<file path="config.mk">
export PLATFORM = sky130hd
export DESIGN_NAME = fetch_queue_flat
export DESIGN_NICKNAME = d
export VERILOG_FILES = /design/src/rtl/fetch_queue_pkg.sv /design/src/rtl/fetch_queue_if.sv /design/src/rtl/fetch_fifo.sv /design/src/rtl/fetch_queue.sv /design/src/flat_wrapper.sv
export SDC_FILE = /design/constraint.sdc
export NUM_CORES = 1
export LEC_CHECK = 0
export BUFFER_PORTS_ARGS = -buffer_cell sky130_fd_sc_hd__buf_2
export CORE_ASPECT_RATIO = 1.75
export CORE_MARGIN = 10
export CORE_UTILIZATION = 40
export CTS_CLUSTER_SIZE = 40
export DETAILED_ROUTE_END_ITERATION = 8
export PLACE_DENSITY = 0.58
export SYNTH_ARGS = -nofsm -noshare
export SYNTH_HDL_FRONTEND = slang
export SYNTH_SLANG_ARGS = --single-unit
</file>
<file path="constraint.sdc">
create_clock -name clk -period 4 [get_ports clk]
set_input_delay 0.2 -clock clk [delete_from_list [all_inputs] [get_ports clk]]
set_output_delay 0.2 -clock clk [all_outputs]
set_load 0.02 [all_outputs]
</file>
<file path="src/rtl/fetch_queue_pkg.sv">
// Shared definitions for the instruction prefetch queue: FSM encoding and parameter defaults.
package fetch_queue_pkg;
    typedef enum logic {
        FETCH = 1'b0,
        DRAIN = 1'b1
    } fq_state_t;

    localparam int unsigned XLEN         = 32;
    localparam int unsigned DEPTH_DEF    = 4;
    localparam logic [31:0] RESET_PC_DEF = 32'h0000_0000;
endpackage

</file>
<file path="src/rtl/fetch_queue_if.sv">
// Bundle of instruction-memory, redirect and IF/ID-side signals around the prefetch queue.
interface fetch_queue_if;
    import fetch_queue_pkg::*;

    logic            imem_req;
    logic [XLEN-1:0] imem_addr;
    logic            imem_ready;
    logic            imem_rvalid;
    logic [XLEN-1:0] imem_rdata;
    logic            redirect;
    logic [XLEN-1:0] redirect_pc;
    logic            out_valid;
    logic [XLEN-1:0] out_instr;
    logic [XLEN-1:0] out_pc_plus4;
    logic            out_ready;

    modport master (
        output imem_req, imem_addr, out_valid, out_instr, out_pc_plus4,
        input  imem_ready, imem_rvalid, imem_rdata, redirect, redirect_pc, out_ready
    );

    modport slave (
        input  imem_req, imem_addr, out_valid, out_instr, out_pc_plus4,
        output imem_ready, imem_rvalid, imem_rdata, redirect, redirect_pc, out_ready
    );
endinterface

</file>
<file path="src/rtl/fetch_fifo.sv">
// Synchronous FIFO holding fetched {instr, pc+4} entries; clear empties it in one cycle.
module fetch_fifo #(
    parameter int unsigned DEPTH = 4,
    parameter int unsigned WIDTH = 64
) (
    input  logic                     clk,
    input  logic                     rst,
    input  logic                     i_push,
    input  logic                     i_pop,
    input  logic                     i_clear,
    input  logic [WIDTH-1:0]         i_wdata,
    output logic [WIDTH-1:0]         o_rdata,
    output logic                     o_full,
    output logic                     o_empty,
    output logic [$clog2(DEPTH):0]   o_count
);
    localparam int unsigned AW = $clog2(DEPTH);

    logic [WIDTH-1:0] r_mem [DEPTH];
    logic [AW-1:0]    r_wptr;
    logic [AW-1:0]    r_rptr;
    logic [AW:0]      r_count;
    logic             w_push;
    logic             w_pop;

    assign o_full  = (r_count == (AW+1)'(DEPTH));
    assign o_empty = (r_count == '0);
    assign o_count = r_count;
    assign o_rdata = r_mem[r_rptr];
    assign w_push  = i_push && !o_full;
    assign w_pop   = i_pop && !o_empty;

    always_ff @(posedge clk or negedge rst) begin
        if (!rst) begin
            r_wptr  <= '0;
            r_rptr  <= '0;
            r_count <= '0;
        end else if (i_clear) begin
            r_wptr  <= '0;
            r_rptr  <= '0;
            r_count <= '0;
        end else begin
            if (w_push) r_wptr <= r_wptr + AW'(1);
            if (w_pop)  r_rptr <= r_rptr + AW'(1);
            r_count <= r_count + (AW+1)'(w_push) - (AW+1)'(w_pop);
        end
    end

    always_ff @(posedge clk) begin
        if (w_push && !i_clear) r_mem[r_wptr] <= i_wdata;
    end
endmodule

</file>
<file path="src/rtl/fetch_queue.sv">
// Instruction prefetch queue: issues sequential fetches, buffers returns, and flushes on redirect.
module fetch_queue
    import fetch_queue_pkg::*;
#(
    parameter int unsigned DEPTH    = DEPTH_DEF,
    parameter logic [31:0] RESET_PC = RESET_PC_DEF
) (
    input  logic          clk,
    input  logic          rst,
    fetch_queue_if.master bus
);
    localparam int unsigned CW = $clog2(DEPTH) + 1;

    fq_state_t     r_state;
    fq_state_t     w_state_n;
    logic [31:0]   r_fetch_pc;
    logic [31:0]   r_ret_pc;
    logic [31:0]   w_redir_pc;
    logic [CW-1:0] r_inflight;
    logic [CW-1:0] r_drop;
    logic [CW-1:0] w_inflight_n;
    logic [CW-1:0] w_cnt_n;
    logic [CW-1:0] w_occ;
    logic          r_req;
    logic          w_req_n;
    logic          w_xfer;
    logic          w_ret;
    logic          w_push;
    logic          w_pop;
    logic          w_full;
    logic          w_empty;
    logic [63:0]   w_head;

    assign w_redir_pc   = bus.redirect_pc & 32'hFFFF_FFFC;
    assign w_xfer       = r_req && bus.imem_ready;
    // Returns with nothing outstanding are protocol errors and never counted.
    assign w_ret        = bus.imem_rvalid && (r_inflight != '0);
    assign w_push       = w_ret && (r_state == FETCH) && !bus.redirect && !w_full;
    assign w_pop        = !w_empty && bus.out_ready && !bus.redirect;
    assign w_inflight_n = r_inflight + CW'(w_xfer) - CW'(w_ret);
    assign w_cnt_n      = bus.redirect ? '0 : (w_occ + CW'(w_push) - CW'(w_pop));

    always_comb begin
        w_state_n = r_state;
        if (bus.redirect)
            w_state_n = (w_inflight_n != '0) ? DRAIN : FETCH;
        else if (r_state == DRAIN && r_drop == '0)
            w_state_n = FETCH;
    end

    // imem_req is registered from next-cycle state so it stays low throughout reset.
    assign w_req_n = (w_state_n == FETCH) &&
                     (({1'b0, w_cnt_n} + {1'b0, w_inflight_n}) < (CW+1)'(DEPTH));

    always_ff @(posedge clk or negedge rst) begin
        if (!rst) begin
            r_state    <= FETCH;
            r_fetch_pc <= RESET_PC;
            r_ret_pc   <= RESET_PC;
            r_inflight <= '0;
            r_drop     <= '0;
            r_req      <= 1'b0;
        end else begin
            r_state    <= w_state_n;
            r_req      <= w_req_n;
            r_inflight <= w_inflight_n;
            if (bus.redirect) begin
                r_fetch_pc <= w_redir_pc;
                r_ret_pc   <= w_redir_pc;
                r_drop     <= w_inflight_n;
            end else begin
                if (w_xfer) r_fetch_pc <= r_fetch_pc + 32'd4;
                if (w_push) r_ret_pc <= r_ret_pc + 32'd4;
                if (r_state == DRAIN && w_ret) r_drop <= r_drop - CW'(1);
            end
        end
    end

    fetch_fifo #(
        .DEPTH (DEPTH),
        .WIDTH (64)
    ) u_fifo (
        .clk     (clk),
        .rst     (rst),
        .i_push  (w_push),
        .i_pop   (w_pop),
        .i_clear (bus.redirect),
        .i_wdata ({bus.imem_rdata, r_ret_pc + 32'd4}),
        .o_rdata (w_head),
        .o_full  (w_full),
        .o_empty (w_empty),
        .o_count (w_occ)
    );

    assign bus.imem_req     = r_req;
    assign bus.imem_addr    = r_fetch_pc;
    assign bus.out_valid    = !w_empty;
    assign bus.out_instr    = w_empty ? '0 : w_head[63:32];
    assign bus.out_pc_plus4 = w_empty ? '0 : w_head[31:0];
endmodule

</file>
<file path="src/flat_wrapper.sv">
// flat-port wrapper written by rule: the top's interface ports become plain ports
module fetch_queue_flat import fetch_queue_pkg::*;
#(
    parameter int unsigned DEPTH    = DEPTH_DEF,
    parameter logic [31:0] RESET_PC = RESET_PC_DEF
)
  (clk, rst, bus_imem_req, bus_imem_addr, bus_out_valid, bus_out_instr, bus_out_pc_plus4, bus_imem_ready, bus_imem_rvalid, bus_imem_rdata, bus_redirect, bus_redirect_pc, bus_out_ready);
  fetch_queue_if bus_i ();
  input  logic clk;
  input  logic rst;
  output wire logic [$bits(bus_i.imem_req)-1:0] bus_imem_req;
  output wire logic [$bits(bus_i.imem_addr)-1:0] bus_imem_addr;
  output wire logic [$bits(bus_i.out_valid)-1:0] bus_out_valid;
  output wire logic [$bits(bus_i.out_instr)-1:0] bus_out_instr;
  output wire logic [$bits(bus_i.out_pc_plus4)-1:0] bus_out_pc_plus4;
  input wire logic [$bits(bus_i.imem_ready)-1:0] bus_imem_ready;
  input wire logic [$bits(bus_i.imem_rvalid)-1:0] bus_imem_rvalid;
  input wire logic [$bits(bus_i.imem_rdata)-1:0] bus_imem_rdata;
  input wire logic [$bits(bus_i.redirect)-1:0] bus_redirect;
  input wire logic [$bits(bus_i.redirect_pc)-1:0] bus_redirect_pc;
  input wire logic [$bits(bus_i.out_ready)-1:0] bus_out_ready;
  assign bus_imem_req = bus_i.imem_req;
  assign bus_imem_addr = bus_i.imem_addr;
  assign bus_out_valid = bus_i.out_valid;
  assign bus_out_instr = bus_i.out_instr;
  assign bus_out_pc_plus4 = bus_i.out_pc_plus4;
  assign bus_i.imem_ready = bus_imem_ready;
  assign bus_i.imem_rvalid = bus_imem_rvalid;
  assign bus_i.imem_rdata = bus_imem_rdata;
  assign bus_i.redirect = bus_redirect;
  assign bus_i.redirect_pc = bus_redirect_pc;
  assign bus_i.out_ready = bus_out_ready;
  fetch_queue #(.DEPTH(DEPTH), .RESET_PC(RESET_PC)) u_core (.clk(clk), .rst(rst), .bus(bus_i));
endmodule
</file>
**Word-level counts from Yosys, hierarchy flattened**

Memory sizes are Yosys's and may differ from the RTL's.
Index checks and enable logic that the tools add are counted.

- Register bits after elaboration: 79
- RAM bits: 256
- Bits of input ports: 70
- Output and inout port bits: 98
- Logic and storage cells: 70
- Memories kept: 1

- Add/subtract/negate cells: 12
- Order comparisons: 1
- Equal/unequal tests: 1
- Mux-type cells: 19
- Bitwise operators: 2
- Reduce and logical (&&, ||, !) cells: 25

Memories:

| memory | depth | width | rd ports | clocked after memory_dff | wr ports | RTL line | RTL |
|---|---|---|---|---|---|---|---|
| u_core.u_fifo.r_mem | 4 | 64 | 1 | 0 | 1 | fetch_fifo.sv:19 | `logic [WIDTH-1:0] r_mem [DEPTH];` |

Operators by type and width:

| kind | number |
|---|---|
| 32-bit 2-to-1 mux | 6 |
| 32-bit by 3-bit adder with 32-bit output, second input constant | 2 |
| 1-bit logical AND | 13 |
| 3-bit 2-to-1 mux | 4 |
| 2-bit nonzero test | 5 |
| 3-bit by 1-bit adder with 3-bit output | 3 |
| 3-bit by 1-bit subtractor with 3-bit output | 3 |
| 2-bit 2-to-1 mux | 4 |
| 3-bit zero test | 2 |
| 3-bit nonzero test | 2 |
| 1-bit 2-to-1 mux | 5 |
| 2-bit by 1-bit adder with 2-bit output, second input constant | 2 |
| 3-bit by 3-bit adder with 4-bit output | 1 |
| 4-bit by 3-bit < comparator with 1-bit output, second input constant | 1 |
| 3-bit equality test, second input constant | 1 |
| 1-bit zero test | 3 |
| 3-bit by 1-bit subtractor with 3-bit output, second input constant | 1 |
| 1-bit NOT | 2 |

**Depth between registers and ports, before layout**

- Depth after elaboration: 11
- Mapped depth: 14
- Mapped depth without buffers: 13

**By module**

A second synthesis with hierarchy kept.

- Cells, all modules: 989
- Area, all modules: 14,756.7 um2

Modules (own cells, without submodules):

| module | instances | cells each | area each (um2) | seq. area each (um2) |
|---|---|---|---|---|
| fetch_fifo | 1 | 382 | 9,678.0 | 7,862.5 |
| fetch_queue | 1 | 607 | 5,078.6 | 1,701.6 |

**Least setup slack after synthesis**

No wires, ideal clock.

- Kind: register -> register
- Start point: reg u_core.u_fifo.r_count[1] (netlist: u_core.u_fifo.o_count[1])
- End point: reg u_core.r_req (netlist: u_core.bus.imem_req)
- Library setup time: 65 ps
- Data arrival time: 3,033 ps
- Required time: 3,935 ps
- Slack: 902 ps
- Cell stages (with the launch flop): 15
- Path buffers: 1
- Cell sequence: dfrtp_1 or3_1 clkbuf_1 nand2_1 nor2_1 ha_1 inv_1 ha_1 fa_1 xnor2_1 nor2_1 ha_1 or3_1 a41oi_1 o211a_1

- Longest elaborated chain between the ends: 9

RTL lines:

| what | RTL line | RTL |
|---|---|---|
| start, declared | fetch_fifo.sv:22 | `logic [AW:0] r_count;` |
| start signal, assigned | fetch_fifo.sv:45 | `r_count <= r_count + (AW+1)'(w_push) - (AW+1)'(w_pop);` |
| 3-bit equality test / 3-bit zero test (equally long branches) | fetch_fifo.sv:26, fetch_fifo.sv:27 |  |
| 1-bit zero test (on tied branches) | fetch_queue.sv:38, fetch_queue.sv:39 |  |
| 1-bit logical AND (on tied branches) | fetch_queue.sv:38, fetch_queue.sv:39 |  |
| 3-bit by 1-bit adder with 3-bit output / 1-bit logical AND (equally long branches) | fetch_queue.sv:41, fetch_queue.sv:39 |  |
| 3-bit by 1-bit subtractor with 3-bit output (*) | fetch_queue.sv:41 | `assign w_cnt_n = bus.redirect ? '0 : (w_occ + CW'(w_push) - CW'(w_pop));` |
| 3-bit 2-to-1 mux (*) | fetch_queue.sv:41 |  |
| 3-bit by 3-bit adder with 4-bit output (*) | fetch_queue.sv:53 | `(({1'b0, w_cnt_n} + {1'b0, w_inflight_n}) < (CW+1)'(DEPTH));` |
| 4-bit by 3-bit < comparator with 1-bit output (*) | fetch_queue.sv:53 |  |
| 1-bit logical AND (*) | fetch_queue.sv:52 | `assign w_req_n = (w_state_n == FETCH) &&` |
| via u_core.w_req_n | fetch_queue.sv:25 | `logic w_req_n;` |
| end signal, assigned | fetch_queue.sv:65 | `r_req <= w_req_n;` |
| end, declared | fetch_queue.sv:24 | `logic r_req;` |

The timed path passes the listed nets; every way through them passes the cells marked *.
A chain may end at the register's enable or synchronous reset.

**Worst setup path in the final report**

- Start point: reg u_core.r_inflight[0]
- End point: reg u_core.r_req (netlist: u_core.bus.imem_req)

RTL lines:

| what | RTL line | RTL |
|---|---|---|
| start, declared | fetch_queue.sv:19 | `logic [CW-1:0] r_inflight;` |
| start signal, assigned | fetch_queue.sv:66 | `r_inflight <= w_inflight_n;` |
| parallel branches: the longest is 2 deep, another holds 3-bit by 1-bit adder with 3-bit output | - |  |
| 3-bit by 1-bit subtractor with 3-bit output (*) | fetch_queue.sv:40 | `assign w_inflight_n = r_inflight + CW'(w_xfer) - CW'(w_ret);` |
| via u_core.w_inflight_n[2] | fetch_queue.sv:21 | `logic [CW-1:0] w_inflight_n;` |
| parallel branches: the longest is 4 deep, another holds 3-bit by 3-bit adder with 4-bit output | - |  |
| 1-bit logical AND (*) | fetch_queue.sv:52 |  |
| via u_core.w_req_n | fetch_queue.sv:25 |  |

Mark *: on every way through the listed nets, which the timed path passes.

==> flow_summary.yaml <==
worst_setup_path:
  start_kind: "register"
  path_max_fanout: 4
  crit_top_cell: "ha_1"
  worst_path_max_delay_cell: "o31ai_1"
  worstSetupPathType: "register to register"
  required_ps: 4500
  cp_data_arrival_time_ps: 4220
  endpoint_kind: "register"
  cp_cell_sequence: "o31ai_1 > inv_1 > ha_1 > inv_1 > ha_1 > fa_1 > xnor2_1 > xnor2_1 > ha_1 > or3_1 > a41oi_1 > o211a_1"
  slowest_delay_ps: 680
synthesis:
  synthCells: 965
  avgSynthCellArea_um2: 14.91
  ys_types: 62
  synth_area_leaders: "edfxtp_1 52%, dfrtp_1 13%, mux4_2 9.7%"
  synth_top_area_share_pct: 51.76
  netlist_area_mm2: 0.01439
  yosys_warnings: 0
  synthFlopType: "edfxtp_1"
  synth_common_cells: "248 x edfxtp_1, 76 x and2_1, 75 x dfrtp_1"
  async_reset_ff_share_pct: 23.22
  synth_top_area_cell: "edfxtp_1"
  synth_seq_cells: 323
  yosysMostFrequentCell: "edfxtp_1"
  synth_seq_area_share_pct: 64.81
  synth-edff-count: 248
placed_design:
  port_buffers: 161
  pre_cts_ws_ps: 301.0
  post-dp-hpwl_mm: 23.37
  gp_congestion: 0.8739
  placed_cells: 1554
power_and_ir_drop:
  netSwitchingFraction_pct: 32.31
  power_frac_comb_pct: 29.5
  power_per_cell_area_mw_per_mm2: 573.5
  p_seq_share_pct: 42.8
  p_int_uw: 6699
  power.leakage_uw: 0.006208
  pwr-share-clk_pct: 27.7
  peakVddDrop_mv: 0.3216
  p_sw_uw: 3197
global_route:
  grt_pass1_wl_mm: 54.13
  grt_pass1_vias: 9479
  grt_max_degree: 65
  antenna_found_initial: 0
  gr-total-overflow: 0
  grt_use_total_pct: 15.49
floorplan:
  fp.dieH_um: 270.9
  initial_utilization_pct: 40.63
  core_mm2: 0.03541
  die_x_um: 163.4
  die_area_mm2: 0.04425
  io_pins: 168
  row_count: 91
route:
  drtIter0Drc: 504
  via_per_inst: 5.341
  drtAntennaViolNets: 0
  vias: 8925
  dr.pass1.iters: 4
  wl_per_cell_um: 20.64
  drc_errors: 0
  wl_mm: 34.49
sta:
  slew_viol_final: 0
  hold_viol: 0
  fin_worst_skew_ps: 23.89
  setup_violations: 0
  rsz0062_at_grt: "false"
  relSlewSlack_pct: 29.95
  final.setup.tns_ps: 0
  timing.final.ws_setup_ps: 285.1
  worstMarginPinSlew_ps: 1047
  fmax_mhz: 269.2
  holdWs_ps: 44.25
  min_period_ps: 3715
  fin_crit_sh_pct: 92.87
clocking:
  cts-root-buf: "clkbuf_16"
  cts_buffer_depth: 3
  cts_tree: "built"
  cts.repair.resized: 0
  htreeDepth: 1
  cts.clk_slew.worst_paths_ps: 60
  cts.sinks: 323
  cts_buffers: 30
  clk-insertion-delay-late_ps: 560
run:
  maxCapViolCount: 0
finish:
  insertedDiodeCount: 0
  drive_above_1_share_pct: 25.70
  layout.nets: 1271
  final_cells: 1671
  final.fill_count: 3077
  fin_util_pct: 48.73
  syn_to_final_growth_pct: 19.94
status:
  status: "finished, final reports clean"
min_path:
  min-delay-path-class: "input port to register"
-- per-layer routing --
layer,track usage (%),part of all wire (%),wire (um),up-vias
li1,-,-,-,4182
met1,17.86,39,13570,4496
met2,28.62,54,18700,209
met3,2.190,4.1,1430,38
met4,4.595,2.3,782,0
met5,0,0,0,-
-- critical path, delay by kind of cell (launching register included) --
family                     cells  cell delay (ps)
AOI/OAI and AO/OA              3             1010
xor gates and xnor gates       2              500
adders and majority gates      4             1200
buffers and inverters          2              240
DFF                            1              390
and+or+nand+nor                1              320
-- flip-flops by register name, summed over array words and instances (netlist names) --
register and count:
u_core.bus.imem_addr 30, u_core.bus.imem_req 1, u_core.r_drop 3, u_core.r_inflight 3
u_core.r_ret_pc 30, u_core.r_state 1, u_core.u_fifo.o_count 3, u_core.u_fifo.r_mem 248
u_core.u_fifo.r_rptr 2, u_core.u_fifo.r_wptr 2
-- per-stage QoR --
step / cell area [um2] / total power, uW
after global placement: 15710 / 7247
final: 17260 / 9896
after detailed placement: 15710 / 7276
after global routing: 17260 / 10440
after floorplan: 14400 / 6234
after CTS: 17260 / 10080
-- area by class of cell --
class / instances / area [um2] / area share, %
Inverter: 33 / 123.9 / 0.7178
Timing Repair Buffer: 239 / 1559 / 9.034
Multi-Input combinational cell: 555 / 4728 / 27.40
Clock inverter: 12 / 90.09 / 0.5220
Sequential cell: 323 / 9329 / 54.06
Tap cell: 465 / 581.8 / 3.372
Clock buffer: 44 / 844.6 / 4.894
-- path summary, 6_finish.rpt --
kind | startpoint | to | slack, ps | depth (start not counted)
worst min-delay path | bus_out_ready | u_core.u_fifo.r_rptr[1] | 40 | 4
worst max-delay path | u_core.r_inflight[0] | u_core.bus.imem_req | 290 | 12
worst max register to register | u_core.r_inflight[0] | u_core.bus.imem_req | 290 | 12
worst min register to register | u_core.bus.imem_addr[16] | u_core.bus.imem_addr[16] | 570 | 2
min in group asynchronous | rst | u_core.r_drop[0] | 170 | 2
max in group asynchronous | rst | u_core.bus.imem_addr[21] | 2900 | 3
-- power by group through the flow --
stage                     logic, uW  registers [uW]  clock network, uW
after floorplan                2040            4190                  0
after global placement         2940            4300                  0
after detailed placement       2960            4320                  0
after CTS                      3020            4250               2820
after global routing           3210            4290               2940
final                          2920            4240               2740
-- kinds of logic after synthesis --
family          share of synthesized area [%]
flops                                   64.81
xor+xnor                                2.922
compound gates                          5.322
buf+inv                                 2.531
other cells                           0.02606
simple gates                            12.11
mux                                     10.48
fa+ha+maj                               1.809
-- repair_timing --
action	CTS	global route
setup buffers	0	0
hold buffers	61	0
endpoints found under the hold margin	218	0
-- placed cells by master, fill, tap and decap left out, types with 4 or more instances in the layout --
cell type        n
a211oi_1         5
a21oi_1          5
a31o_2           4
a31oi_1         15
a41o_1           4
and2_1          72
and2_2           4
and3_1           9
and4_1          18
buf_2          160
buf_4           17
clkbuf_1        11
clkbuf_16       31
clkinv_1         5
clkinv_2         4
conb_1           4
dfrtp_1         73
dlygate4sd3_1   61
edfxtp_1       248
ha_1            16
inv_1           31
mux2_2           9
mux4_2          62
nand2_1         54
nand3_1         35
nand4_1         27
nor2_1          37
nor2b_1          8
nor3_1          10
nor4_1           8
o211ai_1        10
o21ai_0         13
o311ai_0        19
o31ai_1          7
or3_1            7
or4_1           10
xnor2_1         40
xor2_1           8
Power figures use the tool's default switching activity.
